<file path="config.mk">
export PLATFORM = sky130hd
export DESIGN_NAME = gt_2bit
export DESIGN_NICKNAME = d
export VERILOG_FILES = /design/src/rtl/gt_2bit.sv
export SDC_FILE = /design/constraint.sdc
export NUM_CORES = 1
export LEC_CHECK = 0
export BUFFER_PORTS_ARGS = -buffer_cell sky130_fd_sc_hd__buf_2
export CAP_MARGIN = 5
export CORE_MARGIN = 4
export CORE_UTILIZATION = 23
export DETAILED_ROUTE_END_ITERATION = 7
export GPL_TIMING_DRIVEN = 0
export PLACE_DENSITY_LB_ADDON = 0.08
export SLEW_MARGIN = 20
export SYNTH_ARGS = -nofsm -noshare
export SYNTH_HDL_FRONTEND = slang
export SYNTH_SLANG_ARGS = --single-unit
</file>
<file path="constraint.sdc">
create_clock -name clk -period 2 [get_ports clk]
set_clock_uncertainty 0.2 [all_clocks]
set_input_delay 0.1 -clock clk [delete_from_list [all_inputs] [get_ports clk]]
set_output_delay 0.1 -clock clk [all_outputs]
set_load 0.05 [all_outputs]
</file>
<file path="src/rtl/gt_2bit.sv">
// Registered 2-bit unsigned magnitude comparator with a saturating "a > b" event counter.
// Optional build macro GT2_FULL_CMP_EN adds registered aeqb/altb outputs.
module gt_2bit #(
    parameter int CNT_W = 8
) (
    input  logic             clk,
    input  logic             reset,
    input  logic [1:0]       a,
    input  logic [1:0]       b,
    input  logic             in_valid,
    output logic             agtb,
    output logic             out_valid,
    output logic [CNT_W-1:0] gt_count
`ifdef GT2_FULL_CMP_EN
    ,
    output logic             aeqb,
    output logic             altb
`endif
);

    // Handshake: a/b are sampled on any rising edge with in_valid=1; there is no ready,
    // so every valid sample yields exactly one out_valid pulse one cycle later.
    localparam logic [CNT_W-1:0] CNT_MAX = {CNT_W{1'b1}};

    logic             gt;
    logic             agtb_d, agtb_q;
    logic             out_valid_d, out_valid_q;
    logic [CNT_W-1:0] gt_count_d, gt_count_q;

    // Sum-of-products compare, kept explicit so it maps to a handful of LUT inputs.
    always_comb begin
        gt = (a[1] & ~b[1])
           | (a[0] & ~b[1] & ~b[0])
           | (a[1] & a[0] & ~b[0]);
    end

    always_comb begin
        agtb_d      = agtb_q;
        out_valid_d = 1'b0;
        gt_count_d  = gt_count_q;
        if (in_valid) begin
            agtb_d      = gt;
            out_valid_d = 1'b1;
            if (gt && (gt_count_q != CNT_MAX)) begin
                gt_count_d = gt_count_q + 1'b1;
            end
        end
    end

    always_ff @(posedge clk) begin
        if (reset) begin
            agtb_q      <= 1'b0;
            out_valid_q <= 1'b0;
            gt_count_q  <= '0;
        end else begin
            agtb_q      <= agtb_d;
            out_valid_q <= out_valid_d;
            gt_count_q  <= gt_count_d;
        end
    end

    assign agtb      = agtb_q;
    assign out_valid = out_valid_q;
    assign gt_count  = gt_count_q;

`ifdef GT2_FULL_CMP_EN
    logic eq;
    logic aeqb_d, aeqb_q;
    logic altb_d, altb_q;

    // Less-than falls out of the other two, guaranteeing a one-hot result.
    always_comb begin
        eq     = ~(a[1] ^ b[1]) & ~(a[0] ^ b[0]);
        aeqb_d = aeqb_q;
        altb_d = altb_q;
        if (in_valid) begin
            aeqb_d = eq;
            altb_d = ~gt & ~eq;
        end
    end

    always_ff @(posedge clk) begin
        if (reset) begin
            aeqb_q <= 1'b0;
            altb_q <= 1'b0;
        end else begin
            aeqb_q <= aeqb_d;
            altb_q <= altb_d;
        end
    end

    assign aeqb = aeqb_q;
    assign altb = altb_q;
`endif

endmodule

</file>
Word level (Yosys, flattened, before mapping)

Cells that the tools add are included.

Eq/ne operators: 1
Reduce and logical (&&, ||, !) cells: 2
Bitwise logic cells: 9
$add $sub $neg: 1
Multiplexer cells: 1

Operator list:

| operator            | count |
|---|---|
| $add 8x1->8 const B | 1 |
| $ne 8x8->1 const B  | 1 |
| $and 1x1->1         | 5 |
| $not 1->1           | 2 |
| $or 1x1->1          | 2 |
| $reduce_and 2->1    | 1 |
| $logic_and 1x1->1   | 1 |
| $mux 1              | 1 |

Logic and storage cells: 17
Output and inout port bits: 10
Bits in registers: 10

Logic depth before layout (Yosys ltp)

Gate-level depths: netlist of the first run.

Depth in word-level cells: 7
Mapped depth: 5
Depth with buffers taken out: 4

Worst setup path before layout of the first run

OpenSTA, ideal clock, no wires.

Path kind: register to register
From: register gt_count_q[0], in the netlist gt_count[0]
To: register gt_count_q[5], in the netlist gt_count[5]
Cell stages (with the launch flop): 6
Arrival: 1686 ps
Data required time: 1730 ps
Path buffers: 1
Library setup time: 70 ps
Path slack: 44 ps
Cells stage by stage: dfxtp_1 ha_1 clkbuf_2 a41o_1 or4_1 a21oi_1

Word-level cells in the longest chain between the ends: 3
Elaborated cells on any way between the ends: 4
Classes of those cells: add/sub (1); eq/ne (1); reduce/logical (2)

RTL lines:

| element                                             | RTL line | RTL |
|---|---|---|
| start, declared                                     | 28       | `logic [CNT_W-1:0] gt_count_d, gt_count_q;` |
| start signal, assigned                              | 58       | `gt_count_q <= gt_count_d;` |
| branches (longest 3 deep; another with $add 8x1->8) | n/a      |  |

Several ways; the timed one is not identified.
A chain may end at the register's enable or synchronous reset.

Worst setup path after layout of the first run

Same ends and word-level chain as after synthesis.

==> metrics.csv, run 1 <==
metric,value,unit
outcome,finished clean,
sw power,0.130,mW
CTS buffer count,3,
sw frac,27.9,%
FMAX,0.548,GHz
P&R area growth vs syn,30.4,%
syn nets,70,
min Tclk post-route,1830,ps
# Post-CTS Setup Buffers,0,
sequential cell area fraction in the yosys report,36.6,%
CTS Root Buffer Type,clkbuf_4,
Hold Path Depth,5,
buffers added on ports,15,
number of synthesized flops with an enable pin,0,
clock sinks,10,
main flop type after synthesis,dfxtp_1,
Final Max Tran Viols,0,
Core Box Area,2230,um2
Peak VDD IR,0.224,mV
first-pass GRT wire length,2490,um
hold wc startpoint,b[1],
Initial Utilization,24.5,%
filler cell count,252,
Critical Path RT,2010,ps
Clock H-tree levels,1,
DP Wirelength,1040,um
Synth async-reset ratio,0,%
Rel. slew slack,69.9,%
largest net degree at the start of global routing,11,
"count leader, synth",dfxtp_1,
Nets,92,
GRT overflow,0,
Crit Reg-Reg Startpoint,gt_count[0],
first drt pass iteration count,4,
CP max FO,8,
DR DRC count,0,
die span in y,56.8,um
worst skew pair latency,270,ps
most frequent cells after synthesis,"dfxtp_1 (10), nor2_1 (8)",
number of max-cap violations,0,
Util after Layout,31.9,%
RSZ-0062 raised after global routing,no,
Worst Tran Pin Value,451,ps
drt via density,4.92,
Die ar.,3220,um2
top cell type by total area after synthesis,dfxtp_1,
Die Wd,56.8,um
Cells after Synth,62,
post-route ant nets,0,
all-layer global routing usage,9.81,%
CTS tree,done,
initial antenna violation count,0,
Leak Pwr,0.296,nW
routed wire length per instance,13.1,um
hold buffer count at CTS,2,
Post-Route WL,1450,um
crit share post-route,91.3,%
DP Area,657,um2
post-CTS sizing,0,
Comb power frac,13.1,%
Reg power frac,44.8,%
reg2reg end,gt_count[5],
Yosys reg bits,10,
Syn Std Cell Area,547,um2
layout cells sized above 1,31.3,%
Setup TNS,0,ps
gp weighted congestion,0.750,
WS Path Type,flop to flop,
cell-internal power,0.335,mW
Row Count,17,
Final setup viols,0,
unique cell type count in the Yosys netlist,32,
drt initial violations,6,
io pins,17,
YS warnings,0,
final hold violation count,0,
main area contributors after synthesis,"dfxtp_1 (37%), nor2_1 (5.5%), a311oi_1 (4.8%), a211oi_1 (4.1%), mux2i_1 (3.7%)",
clk buf depth,2,
CP Launch Type,flop,
Post-Syn Area per Cell,8.82,um2
clk slew on worst S/H paths,80,ps
worst r2r path cells,5,
WP data arrival,1830,ps
Ant. Diodes,0,
Power per Cell Area,652,nW/um2
Register-to-Register Setup Slack,170,ps
worst hold-check path type,input pin to flop,
vias in the first global route,539,
post-synth top area share,36.6,%
"Endpoint, Worst Hold",gt_count[7],
via count,546,
CP endpoint kind,flop,
clock network fraction of total power,42.1,%
Finished Cell Area,713,um2
==> cell usage in the layout (no fill, tap or decap), drive strengths merged, types with 2 or more instances in the layout <==
cell type,count
buf,16
dfxtp,10
nor2,8
clkbuf,6
nand2,4
a311oi,4
nand2b,3
a31oi,3
a211oi,3
a21oi,3
nor2b,2
inv,2
mux2i,2
dlygate4sd3,2
==> worst max-delay path, stage by stage, from the launching register on <==
cell and delay (ps):
dfxtp_1 370, ha_1 210, clkbuf_2 170, a41o_1 270
or4_1 390, a21oi_1 140
==> flip-flops by register name, indices dropped and copies added (netlist names) <==
signal / flops
agtb: 1
out_valid: 1
gt_count: 8
==> metrics by stage <==
stage	instances	worst slack, ps	hold slack [ps]	total power, mW
final	111	174	210	0.465
after global routing	111	101	277	0.489
after CTS	111	158	202	0.472
after detailed placement	105	182	211	0.272
after global placement	105	186	207	0.271
after floorplan	62	43.6	83.6	0.254
==> worst max-delay path by stage <==
| stage | from | endpoint | depth (start not counted) |
|---|---|---|---|
| 2_1_floorplan | gt_count[0] | gt_count[5] | 5 |
| 3_3_place_gp | gt_count[0] | gt_count[5] | 5 |
| 3_5_place_dp | gt_count[0] | gt_count[5] | 5 |
| 4_1_cts | gt_count[0] | gt_count[5] | 5 |
| 5_1_grt | gt_count[0] | gt_count[5] | 5 |
| 6_report | gt_count[0] | gt_count[5] | 5 |
==> layout make-up <==
class	count	area [um2]	area share, %
Buffer	3	13.8	1.93
Sequential cell	10	200	28.1
Timing Repair Buffer	17	95.1	13.3
Multi-Input combinational cell	47	325	45.6
Inverter	2	7.51	1.05
Tap cell	28	35.0	4.91
Clock buffer	4	36.3	5.09
==> kinds of logic (layout without fill, tap and decap cells) <==
logic type / after synthesis / count (layout) / synth area share, %
mux: 3 / 3 / 5.72
buf+inv: 5 / 26 / 3.89
simple gates: 26 / 26 / 26.8
fa+ha+maj: 1 / 1 / 2.29
compound gates: 17 / 17 / 24.7
flops: 10 / 10 / 36.6
==> power groups by stage <==
stage	Combinational (mW)	Sequential [mW]	Clock, mW
floorplan	0.0256	0.228	0
global placement	0.0581	0.213	0
detailed placement	0.0588	0.213	0
CTS	0.0621	0.208	0.201
global route	0.0671	0.209	0.213
finish	0.0610	0.208	0.196
==> metal layers <==
metal / wire, um / part of all wire, % / vias up / global-route usage, %
met2: 651 / 45 / 12 / 14.2
met1: 709 / 49 / 254 / 13.0
met5: 0 / 0 / - / 0
met4: 13 / 0.90 / 0 / 5.30
li1: - / - / 278 / -
met3: 76 / 5.2 / 2 / 2.76
Power figures use the tool's default switching activity.
==> inputs of run 2 (changes only) <==
- CELL_PAD_IN_SITES_DETAIL_PLACEMENT: not set -> 1
- CELL_PAD_IN_SITES_GLOBAL_PLACEMENT: not set -> 1
- CORE_MARGIN: 4 -> 3
- RECOVER_POWER: not set -> 100
==> run 2 against run 1 <==
  * Hold slack better by 18 ps
  * Sequential power about the same
  * Via count shrank 0.18%
  * Fmax up 0.27%
  * First-iteration DRC count rose by 33%
  * Clock power down 28%
==> metrics.csv, run 2 (synthesis results as in run 1) <==
metric,value,unit,change
Initial Utilization,24.5,%,unchanged
max reg flops,8,,unchanged
largest net degree at the start of global routing,11,,unchanged
FMAX,0.549,GHz,+0.27%
post-route ant nets,0,,unchanged
met3 wire length,71,um,-6.6%
final hold violation count,0,,unchanged
hold wc startpoint,b[1],,
filler cell count,289,,+15%
Final setup viols,0,,unchanged
DP Wirelength,1100,um,+5.5%
CP startpoint,gt_count[0],,
DP Area,657,um2,unchanged
gp weighted congestion,0.783,,+4.4%
number of max-cap violations,0,,unchanged
drt initial violations,8,,+2
CP endpoint kind,flop,,
outcome,finished clean,,
peak per-stage delay on the critical path,390,ps,about the same
post-CTS sizing,0,,unchanged
Peak VDD IR,0.281,mV,+26%
Final Max Tran Viols,0,,unchanged
GRT overflow,0,,unchanged
Die Wd,54.8,um,-3.5%
clk slew on worst S/H paths,80,ps,about the same
Finished Layout Cells,110,,-0.90%
wire length on met2,690,um,+6.0%
CTS Root Buffer Type,clkbuf_4,,
Leak Pwr,0.241,nW,-19%
Setup TNS,0,ps,unchanged
Worst Tran Pin Value,595,ps,+144 ps
Finished Cell Area,684,um2,-4.0%
clock sinks,10,,unchanged
worst skew pair latency,270,ps,about the same
M1 WL,718,um,+1.3%
via count,545,,-0.18%
Clock H-tree levels,1,,unchanged
drt via density,4.95,,+0.72%
Crit Reg-Reg Startpoint,gt_count[0],,
Core Box Area,2230,um2,unchanged
CTS buffer count,3,,unchanged
Row Count,17,,unchanged
Post-Route WL,1500,um,+3.3%
Power per Cell Area,598,nW/um2,-8.2%
WP data arrival,1820,ps,about the same
buffers added on ports,15,,unchanged
Ant. Diodes,0,,unchanged
die span in y,54.8,um,-3.5%
"commonest non-fill, non-tap cells in the layout","clkbuf_1 (13), dfxtp_1 (10), nor2_1 (8)",,
worst hold-check path type,input pin to flop,,
dpl cells,105,,unchanged
"most common cell after layout, fill and taps aside",clkbuf_1,,
CP max FO,8,,unchanged
CTS tree,done,,
WHS,227,ps,+17.6 ps
routed wire length per instance,13.6,um,+4.2%
top sig layer,met4,,
DR DRC count,0,,unchanged
CP Launch Type,flop,,
first drt pass iteration count,4,,unchanged
layout cells sized above 1,15.9,%,-15 points
Critical Path RT,2000,ps,about the same
Nets,92,,unchanged
P&R area growth vs syn,25.2,%,
CP cell instances,"ha_1, clkbuf_2, a41o_1, or4_1, a21oi_1",,
first-pass GRT wire length,2410,um,-3.3%
CP max stage cell,or4_1,,
clk buf depth,2,,unchanged
Die ar.,3000,um2,-6.9%
all-layer global routing usage,11.5,%,+1.7 points
RSZ-0062 raised after global routing,no,,
vias in the first global route,508,,-5.8%
Rel. slew slack,60.5,%,-9.4 points
min Tclk post-route,1820,ps,-4.89 ps
crit share post-route,91.0,%,-0.24 points
WS Path Type,flop to flop,,
io pins,17,,unchanged
initial antenna violation count,0,,unchanged
[run 2: cell count changes in the layout (fill, tap and decap cells not counted)]
cell      delta
buf_2       -12
clkbuf_1    +12
clkbuf_8     -1
[run 2: critical path, delay by kind of cell (launching register included)]
kind,cells,cell delay (ps)
and+or+nand+nor,1,390
adders and majority gates,1,210
DFF,1,360
buffers and inverters,1,180
AOI/OAI and AO/OA,2,430
[run 2: metal layers]
layer | global-route usage, % | vias to the layer above
met5 | 0 | -
met4 | 6.22 | 0
met2 | 17.5 | 12
li1 | - | 272
met1 | 14.9 | 259
met3 | 2.45 | 2
[run 2: through the flow]
stage	worst slack, ps	power [mW]	util, %
floorplan	43.6	0.254	-
finish	179	0.409	30.6
CTS	155	0.415	31.3
global placement	192	0.271	29.4
global route	59.8	0.433	30.6
detailed placement	176	0.272	29.4
[run 2: where the power goes]
part           leakage [nW]  internal [mW]  switching [mW]
combinational         0.146         0.0194          0.0399
clock                0.0138         0.0695          0.0727
sequential           0.0812          0.204         0.00441
[run 2: layout make-up]
type | count | area (um2) | share of cell area, %
sequential | 10 | 200 | 29.3
clock buffer | 3 | 22.5 | 3.29
multi-input combinational | 47 | 325 | 47.5
inverter | 2 | 7.51 | 1.10
tap | 28 | 35.0 | 5.12
timing repair buffer | 17 | 81.3 | 11.9
buffer | 3 | 12.5 | 1.83
[run 2: path summary, 6_finish.rpt]
check                      to  slack [ps]  cells past startpoint
hold / removal    gt_count[7]         230                      5
hold reg to reg          agtb         300                      2
setup / recovery  gt_count[5]         180                      5
setup reg to reg  gt_count[5]         180                      5
[run 2: what timing repair did]
item,4_1_cts,5_1_grt
buffers inserted,0,0
endpoints found under the setup margin,0,0
endpoints found under the hold margin,3,0
hold buffers,2,0
==> inputs of run 3 (changes only) <==
- ABC_AREA: not set -> 1
- CORE_ASPECT_RATIO: not set -> 0.5
==> run 3 against run 2 <==
  * Worst setup slack better by 120 ps
  * Largest power group is now clock
  * Critical endpoint unchanged
  * Count of clock-buffer cells in the layout is the same
  * Register-to-register slack gained 190 ps
  * Non-clock buffer count decreased by 3
  * Via count is 9.4% higher
  * First-iteration DRC count grew to 3.1 times the previous value
  * Largest cell class unchanged
  * Utilization up 0.41 points
==> metrics.csv, run 3 <==
metric,value,unit,change
outcome,finished clean,,
top cell type by total area after synthesis,dfxtp_1,,
sequential cell area fraction in the yosys report,32.9,%,-3.7 points
Post-Syn Area per Cell,7.24,um2,-18%
most frequent cells after synthesis,"nand2_1 (27), dfxtp_1 (10), nor2_1 (9)",,
number of synthesized flops with an enable pin,0,,unchanged
CP max FO,8,,unchanged
Finished Cell Area,732,um2,+6.9%
Leak Pwr,0.295,nW,+22%
CP endpoint kind,flop,,
io pins,17,,unchanged
main flop type after synthesis,dfxtp_1,,
clock sinks,10,,unchanged
Worst Tran Pin Value,602,ps,+7.23 ps
CTS buffer count,3,,unchanged
WS Path Type,input pin to flop,,
drt initial violations,25,,+17
max reg flops,8,,unchanged
die span in y,42.4,um,-23%
Setup TNS,0,ps,unchanged
Nets,113,,+23%
peak per-stage delay on the critical path,520,ps,+130 ps
Synth async-reset ratio,0,%,unchanged
met3 wire length,100,um,+41%
DR DRC count,0,,unchanged
Row Count,12,,-5
RSZ-0062 raised after global routing,no,,
filler cell count,327,,+13%
Yosys reg bits,10,,unchanged
Initial Utilization,25.8,%,+1.3 points
worst path buffer plus inverter count,3,,+2
Core Box Area,2360,um2,+5.5%
YS warnings,0,,unchanged
area of the multi-input gates,333,um2,+2.3%
Cells after Synth,84,,+35%
Final setup viols,0,,unchanged
vias in the first global route,564,,+11%
post-route ant nets,0,,unchanged
CP Launch Type,input pin,,
initial antenna violation count,0,,unchanged
Die ar.,3330,um2,+11%
unique cell type count in the Yosys netlist,18,,-44%
routed wire length per instance,11.5,um,-15%
Syn Std Cell Area,608,um2,+11%
Rel. slew slack,60.0,%,-0.48 points
buffers added on ports,15,,unchanged
FMAX,0.587,GHz,+6.8%
CTS Root Buffer Type,clkbuf_8,,
via count,596,,+9.4%
top sig layer,met4,,
register area,200,um2,unchanged
"most common cell after layout, fill and taps aside",nand2_1,,
Clock H-tree levels,1,,unchanged
GRT overflow,0,,unchanged
syn nets,92,,+31%
Final Max Tran Viols,0,,unchanged
Ant. Diodes,0,,unchanged
first drt pass iteration count,3,,-1
# Post-CTS Setup Buffers,0,,unchanged
CP cell instances,"dlygate4sd3_1, buf_2, inv_1, a21oi_1, nand2_2, nor2_4, nand2_1, a21oi_1",,
Power per Cell Area,662,nW/um2,+11%
WP data arrival,1660,ps,-160 ps
"delay-heaviest family, CP",buffers and inverters,,
post-synth top area share,32.9,%,-3.7 points
gp weighted congestion,0.773,,-1.3%
all-layer global routing usage,10.5,%,-1.0 points
Die Wd,78.7,um,+44%
wire length on met2,688,um,-0.29%
"count leader, synth",nand2_1,,
post-CTS sizing,0,,unchanged
DP Wirelength,1210,um,+11%
crit share post-route,85.2,%,-5.8 points
drt via density,4.32,,-13%
first-pass GRT wire length,2620,um,+8.9%
DP Area,727,um2,+11%
clk slew on worst S/H paths,50,ps,-30 ps
critical path's most frequent cell,a21oi_1,,
largest net degree at the start of global routing,10,,-1
final hold violation count,0,,unchanged
P&R area growth vs syn,20.4,%,
CTS tree,done,,
min Tclk post-route,1700,ps,-116 ps
"commonest non-fill, non-tap cells in the layout","nand2_1 (27), clkbuf_1 (11), dfxtp_1 (10)",,
number of max-cap violations,0,,unchanged
Peak VDD IR,0.356,mV,+27%
worst hold-check path type,input pin to flop,,
Critical Path RT,1960,ps,-40 ps
CP max stage cell,dlygate4sd3_1,,
main area contributors after synthesis,"dfxtp_1 (33%), nand2_1 (17%), a21oi_2 (8.6%), nor2_1 (5.6%), nor2_4 (5.6%)",,
worst skew pair latency,240,ps,-30 ps
clk buf depth,2,,unchanged
Post-Route WL,1590,um,+6.3%
layout cells sized above 1,17.5,%,+1.6 points
M1 WL,795,um,+11%
==> run 3: cell types whose count changed in the layout (fill, tap and decap cells not counted), sizes merged, moves of 4 or more <==
cell and delta:
a21oi +5, nand2 +27, nor2 +4, inv +8, o21ai +4, a311oi -4
==> run 3: report_power, final <==
part	leakage [nW]	switching, mW	total, mW	internal [mW]
Combinational	0.192	0.0432	0.0597	0.0165
Sequential	0.0813	0.00470	0.209	0.205
Clock	0.0216	0.0835	0.216	0.132
Total	0.295	0.131	0.485	0.353
==> run 3: kinds of logic after synthesis <==
| family | after synthesis | share of synthesized area (%) |
|---|---|---|
| fa+ha+maj | 1 | 2.06 |
| flops | 10 | 32.9 |
| compound gates | 12 | 15.4 |
| simple gates | 47 | 38.5 |
| buf+inv | 11 | 6.79 |
| xor+xnor | 3 | 4.32 |
==> run 3: routing by layer <==
layer  up-vias  global-route usage [%]
met5         -                       0
met4         0                    2.09
met3         2                    5.15
met2        15                    17.2
met1       283                    12.4
li1        296                       -
==> run 3: layout make-up <==
cell class	instances	share of cell area, %
Multi-Input combinational cell	63	45.5
Sequential cell	10	27.4
Timing Repair Buffer	16	9.91
Tap cell	35	5.98
Clock buffer	3	5.64
Inverter	10	5.13
Buffer	1	0.513
==> run 3: worst paths after layout <==
| path | startpoint | to | slack (ps) | cells past startpoint |
|---|---|---|---|---|
| max | in_valid | gt_count[5] | 300 | 8 |
| min | reset | out_valid | 80 | 2 |
| max reg2reg | gt_count[0] | gt_count[5] | 370 | 8 |
| min reg2reg | agtb | agtb | 270 | 2 |
==> run 3: timing repair <==
item | CTS | global route
endpoints found under the setup margin | 0 | 0
endpoints found under the hold margin | 2 | 0
hold buffers | 1 | 0
==> run 3: stage by stage <==
stage                     hold slack, ps  power, mW  utilization, %  worst slack (ps)  instances
after floorplan                     65.1      0.258               -               179         84
after global placement               170      0.275            30.8               432        134
after detailed placement             179      0.278            30.8               377        134
after CTS                           58.4      0.502            33.0               361        138
after global routing                 102      0.511            31.1               156        138
final                               75.7      0.485            31.1               296        138
